### src/rtl/ref_sram_ctrl_pkg.sv
// Shared types and constants for the reference SRAM rotator controller.
package ref_ctrl_pkg;

  localparam int unsigned WORD_W     = 64;
  localparam int unsigned SRAM_WORDS = 23;

  typedef enum logic [1:0] {StIdle, StPrefill, StStream, StAbort} state_e;

  function automatic int unsigned clog2(input int unsigned v);
    int unsigned r = 0;
    for (int unsigned i = 0; i < 32; i++) begin
      if ((64'd1 << i) < 64'(v)) r = i + 1;
    end
    return r;
  endfunction

endpackage

### src/rtl/ref_sram_ctrl_if.sv
// Frame-memory read channel: valid/ready requests, in-order responses without backpressure.
interface ref_sram_ctrl_if #(
  parameter int unsigned ADDR_W = 20
) ();
  import ref_ctrl_pkg::*;

  logic              mem_req_valid;
  logic              mem_req_ready;
  logic [ADDR_W-1:0] mem_req_addr;
  logic              mem_rsp_valid;
  logic [WORD_W-1:0] mem_rsp_data;

  modport master (
    output mem_req_valid, mem_req_addr,
    input  mem_req_ready, mem_rsp_valid, mem_rsp_data
  );

  modport slave (
    input  mem_req_valid, mem_req_addr,
    output mem_req_ready, mem_rsp_valid, mem_rsp_data
  );
endinterface

### src/rtl/ref_sram_ctrl_fifo.sv
// Return-word FIFO with first-word-fall-through read and synchronous clear.
module ref_word_fifo
  import ref_ctrl_pkg::*;
#(
  parameter int unsigned Depth = 32,
  parameter int unsigned Width = WORD_W,
  localparam int unsigned PtrW = clog2(Depth),
  localparam int unsigned CntW = clog2(Depth + 1)
) (
  input  logic             clk,
  input  logic             rst_n,
  input  logic             clr_i,
  input  logic             push_i,
  input  logic [Width-1:0] wdata_i,
  input  logic             pop_i,
  output logic [Width-1:0] rdata_o,
  output logic [CntW-1:0]  count_o,
  output logic             empty_o,
  output logic             full_o
);

  logic [Width-1:0] mem_q [Depth];
  logic [PtrW-1:0]  wr_q, wr_d, rd_q, rd_d;
  logic [CntW-1:0]  cnt_q, cnt_d;
  logic             do_push, do_pop;

  assign full_o  = (cnt_q == CntW'(Depth));
  assign empty_o = (cnt_q == '0);
  assign count_o = cnt_q;
  assign rdata_o = mem_q[rd_q];
  assign do_push = push_i && !full_o;
  assign do_pop  = pop_i && !empty_o;

  always_comb begin
    wr_d  = wr_q;
    rd_d  = rd_q;
    cnt_d = cnt_q;
    if (clr_i) begin
      wr_d  = '0;
      rd_d  = '0;
      cnt_d = '0;
    end else begin
      if (do_push) wr_d = wr_q + 1'b1;
      if (do_pop)  rd_d = rd_q + 1'b1;
      case ({do_push, do_pop})
        2'b10:   cnt_d = cnt_q + 1'b1;
        2'b01:   cnt_d = cnt_q - 1'b1;
        default: cnt_d = cnt_q;
      endcase
    end
  end

  always_ff @(posedge clk or negedge rst_n) begin
    if (!rst_n) begin
      wr_q  <= '0;
      rd_q  <= '0;
      cnt_q <= '0;
    end else begin
      wr_q  <= wr_d;
      rd_q  <= rd_d;
      cnt_q <= cnt_d;
    end
  end

  always_ff @(posedge clk) begin
    if (do_push) mem_q[wr_q] <= wdata_i;
  end

endmodule

### src/rtl/ref_sram_ctrl.sv
// Fetches one search line of reference words, prefills a credit-managed FIFO and
// streams one word per cycle into the 4-bank SRAM rotator.
module ref_sram_ctrl
  import ref_ctrl_pkg::*;
#(
  parameter int unsigned WORDS_PER_STRIP = SRAM_WORDS,
  parameter int unsigned STRIPS_PER_LINE = 8,
  parameter int unsigned FIFO_DEPTH      = 32,
  parameter int unsigned ADDR_W          = 20
) (
  input  logic              clk,
  input  logic              rst_n,
  input  logic              start_i,
  input  logic [ADDR_W-1:0] base_addr_i,
  input  logic [ADDR_W-1:0] stride_i,
  output logic              busy_o,
  output logic              done_o,
  output logic              underflow_o,
  ref_sram_ctrl_if.master   mem,
  output logic              sram_next_line_o,
  output logic [WORD_W-1:0] sram_ref_in_o,
  input  logic              sram_ready_in_i,
  output logic              pe_enable_o
);

  localparam int unsigned N    = WORDS_PER_STRIP * STRIPS_PER_LINE;
  localparam int unsigned CntW = clog2(N + 1);
  localparam int unsigned FcW  = clog2(FIFO_DEPTH + 1);

  state_e            state_q, state_d;
  logic [ADDR_W-1:0] addr_q, addr_d, stride_q, stride_d;
  logic [CntW-1:0]   req_cnt_q, req_cnt_d, pop_cnt_q, pop_cnt_d;
  logic [FcW-1:0]    outst_q, outst_d;
  logic              underflow_q, underflow_d, done_q, done_d;
  logic              next_line_q, next_line_d, vld_q, vld_d;
  logic [WORD_W-1:0] ref_q, ref_d;

  logic              fifo_push, fifo_pop, fifo_clr, fifo_empty, fifo_full;
  logic [WORD_W-1:0] fifo_rdata;
  logic [FcW-1:0]    fifo_count;
  logic              active, req_valid, req_fire, rsp_take;

  ref_word_fifo #(
    .Depth (FIFO_DEPTH),
    .Width (WORD_W)
  ) u_fifo (
    .clk     (clk),
    .rst_n   (rst_n),
    .clr_i   (fifo_clr),
    .push_i  (fifo_push),
    .wdata_i (mem.mem_rsp_data),
    .pop_i   (fifo_pop),
    .rdata_o (fifo_rdata),
    .count_o (fifo_count),
    .empty_o (fifo_empty),
    .full_o  (fifo_full)
  );

  // Credit check counts words in flight so a response can never find the FIFO full.
  assign active    = (state_q == StPrefill) || (state_q == StStream);
  assign req_valid = active && (req_cnt_q < CntW'(N)) &&
                     ((32'(fifo_count) + 32'(outst_q)) < FIFO_DEPTH);
  assign req_fire  = req_valid && mem.mem_req_ready;
  assign rsp_take  = mem.mem_rsp_valid && (outst_q != '0);
  assign fifo_push = mem.mem_rsp_valid && active;

  always_comb begin
    state_d     = state_q;
    addr_d      = addr_q;
    stride_d    = stride_q;
    req_cnt_d   = req_cnt_q;
    pop_cnt_d   = pop_cnt_q;
    outst_d     = outst_q;
    underflow_d = underflow_q;
    done_d      = 1'b0;
    next_line_d = 1'b0;
    vld_d       = 1'b0;
    ref_d       = '0;
    fifo_pop    = 1'b0;
    fifo_clr    = 1'b0;

    if (req_fire) begin
      addr_d    = addr_q + stride_q;
      req_cnt_d = req_cnt_q + 1'b1;
    end
    case ({req_fire, rsp_take})
      2'b10:   outst_d = outst_q + 1'b1;
      2'b01:   outst_d = outst_q - 1'b1;
      default: outst_d = outst_q;
    endcase

    unique case (state_q)
      StIdle: begin
        if (start_i) begin
          state_d     = StPrefill;
          addr_d      = base_addr_i;
          stride_d    = stride_i;
          underflow_d = 1'b0;
          req_cnt_d   = '0;
          pop_cnt_d   = '0;
          fifo_clr    = 1'b1;
        end
      end
      StPrefill: begin
        if (fifo_full || ((req_cnt_q == CntW'(N)) && (outst_q == '0))) begin
          next_line_d = 1'b1;
          state_d     = StStream;
        end
      end
      StStream: begin
        // The cycle after the last pop presents word N-1 together with done.
        if (pop_cnt_q == CntW'(N)) begin
          state_d = StIdle;
        end else if (fifo_empty) begin
          underflow_d = 1'b1;
          state_d     = StAbort;
        end else begin
          fifo_pop  = 1'b1;
          vld_d     = 1'b1;
          ref_d     = fifo_rdata;
          pop_cnt_d = pop_cnt_q + 1'b1;
          done_d    = (pop_cnt_q == CntW'(N - 1));
        end
      end
      StAbort: begin
        fifo_clr = 1'b1;
        if (outst_q == '0) state_d = StIdle;
      end
      default: state_d = StIdle;
    endcase
  end

  always_ff @(posedge clk or negedge rst_n) begin
    if (!rst_n) begin
      state_q     <= StIdle;
      addr_q      <= '0;
      stride_q    <= '0;
      req_cnt_q   <= '0;
      pop_cnt_q   <= '0;
      outst_q     <= '0;
      underflow_q <= 1'b0;
      done_q      <= 1'b0;
      next_line_q <= 1'b0;
      vld_q       <= 1'b0;
      ref_q       <= '0;
    end else begin
      state_q     <= state_d;
      addr_q      <= addr_d;
      stride_q    <= stride_d;
      req_cnt_q   <= req_cnt_d;
      pop_cnt_q   <= pop_cnt_d;
      outst_q     <= outst_d;
      underflow_q <= underflow_d;
      done_q      <= done_d;
      next_line_q <= next_line_d;
      vld_q       <= vld_d;
      ref_q       <= ref_d;
    end
  end

  assign busy_o            = (state_q != StIdle);
  assign done_o            = done_q;
  assign underflow_o       = underflow_q;
  assign sram_next_line_o  = next_line_q;
  assign sram_ref_in_o     = ref_q;
  assign pe_enable_o       = sram_ready_in_i && (state_q == StStream) && vld_q;
  assign mem.mem_req_valid = req_valid;
  assign mem.mem_req_addr  = addr_q;

endmodule

### src/flat_wrapper.sv
// flat-port wrapper written by rule: the top's interface ports become plain ports
module ref_sram_ctrl_flat import ref_ctrl_pkg::*;
#(
  parameter int unsigned WORDS_PER_STRIP = SRAM_WORDS,
  parameter int unsigned STRIPS_PER_LINE = 8,
  parameter int unsigned FIFO_DEPTH      = 32,
  parameter int unsigned ADDR_W          = 20
)
  (clk, rst_n, start_i, base_addr_i, stride_i, busy_o, done_o, underflow_o, sram_next_line_o, sram_ref_in_o, sram_ready_in_i, pe_enable_o, mem_mem_req_valid, mem_mem_req_addr, mem_mem_req_ready, mem_mem_rsp_valid, mem_mem_rsp_data);
  ref_sram_ctrl_if #(.ADDR_W(ADDR_W)) mem_i ();
  input  logic clk;
  input  logic rst_n;
  input  logic start_i;
  input  logic [ADDR_W-1:0] base_addr_i;
  input  logic [ADDR_W-1:0] stride_i;
  output logic busy_o;
  output logic done_o;
  output logic underflow_o;
  output logic sram_next_line_o;
  output logic [WORD_W-1:0] sram_ref_in_o;
  input  logic sram_ready_in_i;
  output logic pe_enable_o;
  output wire logic [$bits(mem_i.mem_req_valid)-1:0] mem_mem_req_valid;
  output wire logic [$bits(mem_i.mem_req_addr)-1:0] mem_mem_req_addr;
  input wire logic [$bits(mem_i.mem_req_ready)-1:0] mem_mem_req_ready;
  input wire logic [$bits(mem_i.mem_rsp_valid)-1:0] mem_mem_rsp_valid;
  input wire logic [$bits(mem_i.mem_rsp_data)-1:0] mem_mem_rsp_data;
  assign mem_mem_req_valid = mem_i.mem_req_valid;
  assign mem_mem_req_addr = mem_i.mem_req_addr;
  assign mem_i.mem_req_ready = mem_mem_req_ready;
  assign mem_i.mem_rsp_valid = mem_mem_rsp_valid;
  assign mem_i.mem_rsp_data = mem_mem_rsp_data;
  ref_sram_ctrl #(.WORDS_PER_STRIP(WORDS_PER_STRIP), .STRIPS_PER_LINE(STRIPS_PER_LINE), .FIFO_DEPTH(FIFO_DEPTH), .ADDR_W(ADDR_W)) u_core (.clk(clk), .rst_n(rst_n), .start_i(start_i), .base_addr_i(base_addr_i), .stride_i(stride_i), .busy_o(busy_o), .done_o(done_o), .underflow_o(underflow_o), .mem(mem_i), .sram_next_line_o(sram_next_line_o), .sram_ref_in_o(sram_ref_in_o), .sram_ready_in_i(sram_ready_in_i), .pe_enable_o(pe_enable_o));
endmodule
### config.mk
export PLATFORM = sky130hd
export DESIGN_NAME = ref_sram_ctrl_flat
export DESIGN_NICKNAME = d
export VERILOG_FILES = /design/src/rtl/ref_sram_ctrl_pkg.sv /design/src/rtl/ref_sram_ctrl_if.sv /design/src/rtl/ref_sram_ctrl_fifo.sv /design/src/rtl/ref_sram_ctrl.sv /design/src/flat_wrapper.sv
export SDC_FILE = /design/constraint.sdc
export NUM_CORES = 2
export LEC_CHECK = 0
export BUFFER_PORTS_ARGS = -buffer_cell sky130_fd_sc_hd__buf_4
export CAP_MARGIN = 20
export CORE_MARGIN = 2
export CORE_UTILIZATION = 30
export DETAILED_ROUTE_END_ITERATION = 10
export GPL_ROUTABILITY_DRIVEN = 0
export GPL_TIMING_DRIVEN = 0
export MAX_ROUTING_LAYER = met4
export SYNTH_ARGS = -nofsm -noshare
export SYNTH_HDL_FRONTEND = slang
export SYNTH_SLANG_ARGS = --single-unit
export TNS_END_PERCENT = 5
### constraint.sdc
create_clock -name clk -period 8.5 [get_ports clk]
set_clock_uncertainty 0.1 [all_clocks]
set_input_delay 2.125 -clock clk [delete_from_list [all_inputs] [get_ports clk]]
set_output_delay 2.125 -clock clk [all_outputs]
set_load 0.02 [all_outputs]
==> flow_metrics.tcl <==
set metrics [dict create \
    async_flop_share 0.0674 \
    relSlewSlack 0.207 \
    yosys.area_share.adder 0.00714 \
    drt_iter0_drc 4768 \
    nNetsFinal 4375 \
    drtPass1Iterations 5 \
    synth_edf_count 2048 \
    dp.cells 7723 \
    setup-violations-final 0 \
    grt_max_degree 81 \
    yosysTopAreaCell "edfxtp_1" \
    ys_seq_area_frac 0.772 \
    synth-xor-area-share 0.00415 \
    avgSynthCellArea_um2 23.0 \
    leakage_uw 0.0311 \
    synth_area_leaders "edfxtp_1 (73%), mux4_2 (17%), dfrtp_1 (4.4%), mux2i_1 (0.86%), ha_1 (0.67%)" \
    worst_pin_slew_ns 1.19 \
    die_h_um 535 \
    drive_gt1_frac 0.308 \
    max_stage_delay_ns 0.19 \
    area_growth_pct 18.1 \
    synth-seq-cells 2196 \
    viasPerCell 4.97 \
    stdcell_count 8114 \
    grt-ovfl-total 0 \
    cp_max_fo 1 \
    hold_depth 2 \
    synth_compound_area_frac 0.00912 \
    ctsLongestPathBuffers 4 \
    rsz0062_at_grt "no" \
    wirelength_um 215000 \
    grt_usage 0.152 \
    syn-instance-count 3679 \
    yosysTopAreaCellShare 0.728 \
    grt_pass1_vias 41300 \
    crit_chain "buf_4, and3_1, buf_4" \
    cp_slowest_cell "and3_1" \
    postCtsSetupRepairBufs 0 \
    p_per_area_nw_per_um2 286 \
    crit_arrival_ns 2.60 \
    endpoint_kind "primary output" \
    crit_type "primary input to primary output" \
    ys_warn_count 0 \
    finalCriticalPeriod_ns 4.83 \
    antenna_found_initial 21 \
    crit_top_cell "buf_4" \
    numCtsBuffers 211 \
    fmax_mhz 207 \
    postRouteAntennaNets 0 \
    setup_tns_ns 0 \
    synth_top_family_by_area "multiplexers" \
    fin_crit_sh 0.568 \
    max_cap_violations 0 \
    cp-start-kind "primary input" \
    fp.dieW_um 535 \
    hold_violations 0 \
    cts_max_level 4 \
    cts_hold_buf 0 \
    ios 200 \
    grt_pass1_wl_um 305000 \
    clock_sinks 2196 \
    clk_latency_ns 0.87 \
    muxShareOfSynthArea 0.179 \
    synth_nets 3836 \
    routed-via-count 40300 \
    dp_hpwl_um 142000 \
    post_cts_resized 0 \
    wl_per_cell_um 26.5 \
    nFillCells 25500 \
    path_clk_slew_ns 0.06 \
    start_util 0.302 \
    drc 0 \
    drv_slew 0 \
    hold_path.class "flip-flop to flip-flop" \
    yosysMostFrequentCell "edfxtp_1" \
    synthFlopType "edfxtp_1" \
    critical_path_required_ns 6.28 \
    cts_tree "yes" \
    core_area_um2 280000 \
    dieArea_um2 286000 \
    portBuffers 199 \
    worstRegToRegCells 14 \
    ir_drop_mv 0.168 \
    status "finished, final reports clean" \
    num_rows 194 \
    cts_root_buf "clkbuf_16" \
    synth_cell_types 56 \
    synth_area_um2 84500 \
    ys_top_cells_by_count "edfxtp_1 (2048), mux4_2 (640), nor2_1 (149)" \
    yosys.area_share.simple 0.0182 \
]
## metrics by stage
stage / hold WS (ns) / area (µm²) / total power (µW) / utilization / setup WS [ns]
final: 0.382 / 99800 / 28500 / 0.357 / 3.67
after detailed placement: 0.371 / 93200 / 19800 / 0.333 / 3.32
after global placement: 0.369 / 90700 / 19700 / 0.324 / -6.85
after CTS: 0.386 / 99700 / 28800 / 0.356 / 3.68
after global routing: 0.395 / 99800 / 29600 / 0.357 / 3.59
after floorplan: 0.350 / 84500 / 17300 / - / 0.411
## worst max-delay path: cells and delay by family
family / cells / cell delay (ns)
buffers and inverters: 2 / 0.29
AND/OR/NAND/NOR: 1 / 0.19
## cells in the final DEF (no fill, tap or decap), types with 25 or more instances in the layout
cell type and count:
edfxtp_1 2048, mux4_2 640, clkbuf_16 212, buf_4 199
dfrtp_1 148, clkbuf_1 131, nor2_1 119, nand2_1 110
buf_12 81, mux2i_1 73, buf_2 58, ha_1 45
a21oi_1 43, clkinv_1 42, buf_1 39, nor2_4 30
o21ai_0 29, buf_6 25
## metal layers
metal  GRT usage  part of all wire  vias to the layer above
met5           -                 0                        -
met4      0.0348             0.021                        0
met3      0.0332             0.080                      300
met2       0.237              0.48                     1680
met1       0.205              0.42                    21800
li1            -                 -                    16600
## kinds of logic (layout without fill, tap and decap cells)
family,count (synthesis),in the layout
flip-flops,2196,2196
AO/OA/AOI/OAI,125,125
adder cells (fa/ha/maj),47,47
other,0,13
AND/OR/NAND/NOR,351,351
multiplexers,714,714
buffers and inverters,206,904
XOR/XNOR,40,40
## flip-flops by register name, indices dropped and copies added, names as in the netlist
| name | count |
|---|---|
| u_core.done_o | 1 |
| u_core.mem.mem_req_addr | 20 |
| u_core.outst_q | 6 |
| u_core.pop_cnt_q | 8 |
| u_core.req_cnt_q | 8 |
| u_core.sram_next_line_o | 1 |
| u_core.sram_ref_in_o | 64 |
| u_core.state_q | 2 |
| u_core.stride_q | 20 |
| u_core.u_fifo.count_o | 6 |
| u_core.u_fifo.mem_q | 2048 |
| u_core.u_fifo.rd_q | 5 |
| u_core.u_fifo.wr_q | 5 |
| u_core.underflow_o | 1 |
| u_core.vld_q | 1 |
## path summary, 6_finish.rpt
path / from / to / slack (ns)
min reg2reg: u_core.stride_q[9] / u_core.stride_q[9] / 0.38
min in group asynchronous: rst_n / u_core.stride_q[15] / 1.17
max reg2reg: u_core.u_fifo.count_o[1] / u_core.u_fifo.count_o[5] / 4.16
max in group asynchronous: rst_n / u_core.sram_ref_in_o[11] / 6.15
max: sram_ready_in_i / pe_enable_o / 3.67
min: u_core.stride_q[9] / u_core.stride_q[9] / 0.38
## layout make-up
type	instances	area, µm²	share of cell area
antenna	13	32.5	0.000326
buffer	181	801	0.00802
clock buffer	281	5690	0.0571
clock inverter	91	776	0.00777
inverter	25	93.8	0.000940
multi-input combinational	1277	18700	0.187
sequential	2196	65200	0.653
tap	3724	4660	0.0467
timing repair buffer	326	3900	0.0390
## where the power goes
group / total, µW / switching, µW / internal, µW / leakage (µW)
Clock: 9010 / 3960 / 5050 / 0.00314
Sequential: 12500 / 235 / 12300 / 0.0204
Combinational: 6980 / 3860 / 3110 / 0.00763
Total: 28500 / 8060 / 20500 / 0.0311
Power figures use the tool's default switching activity.
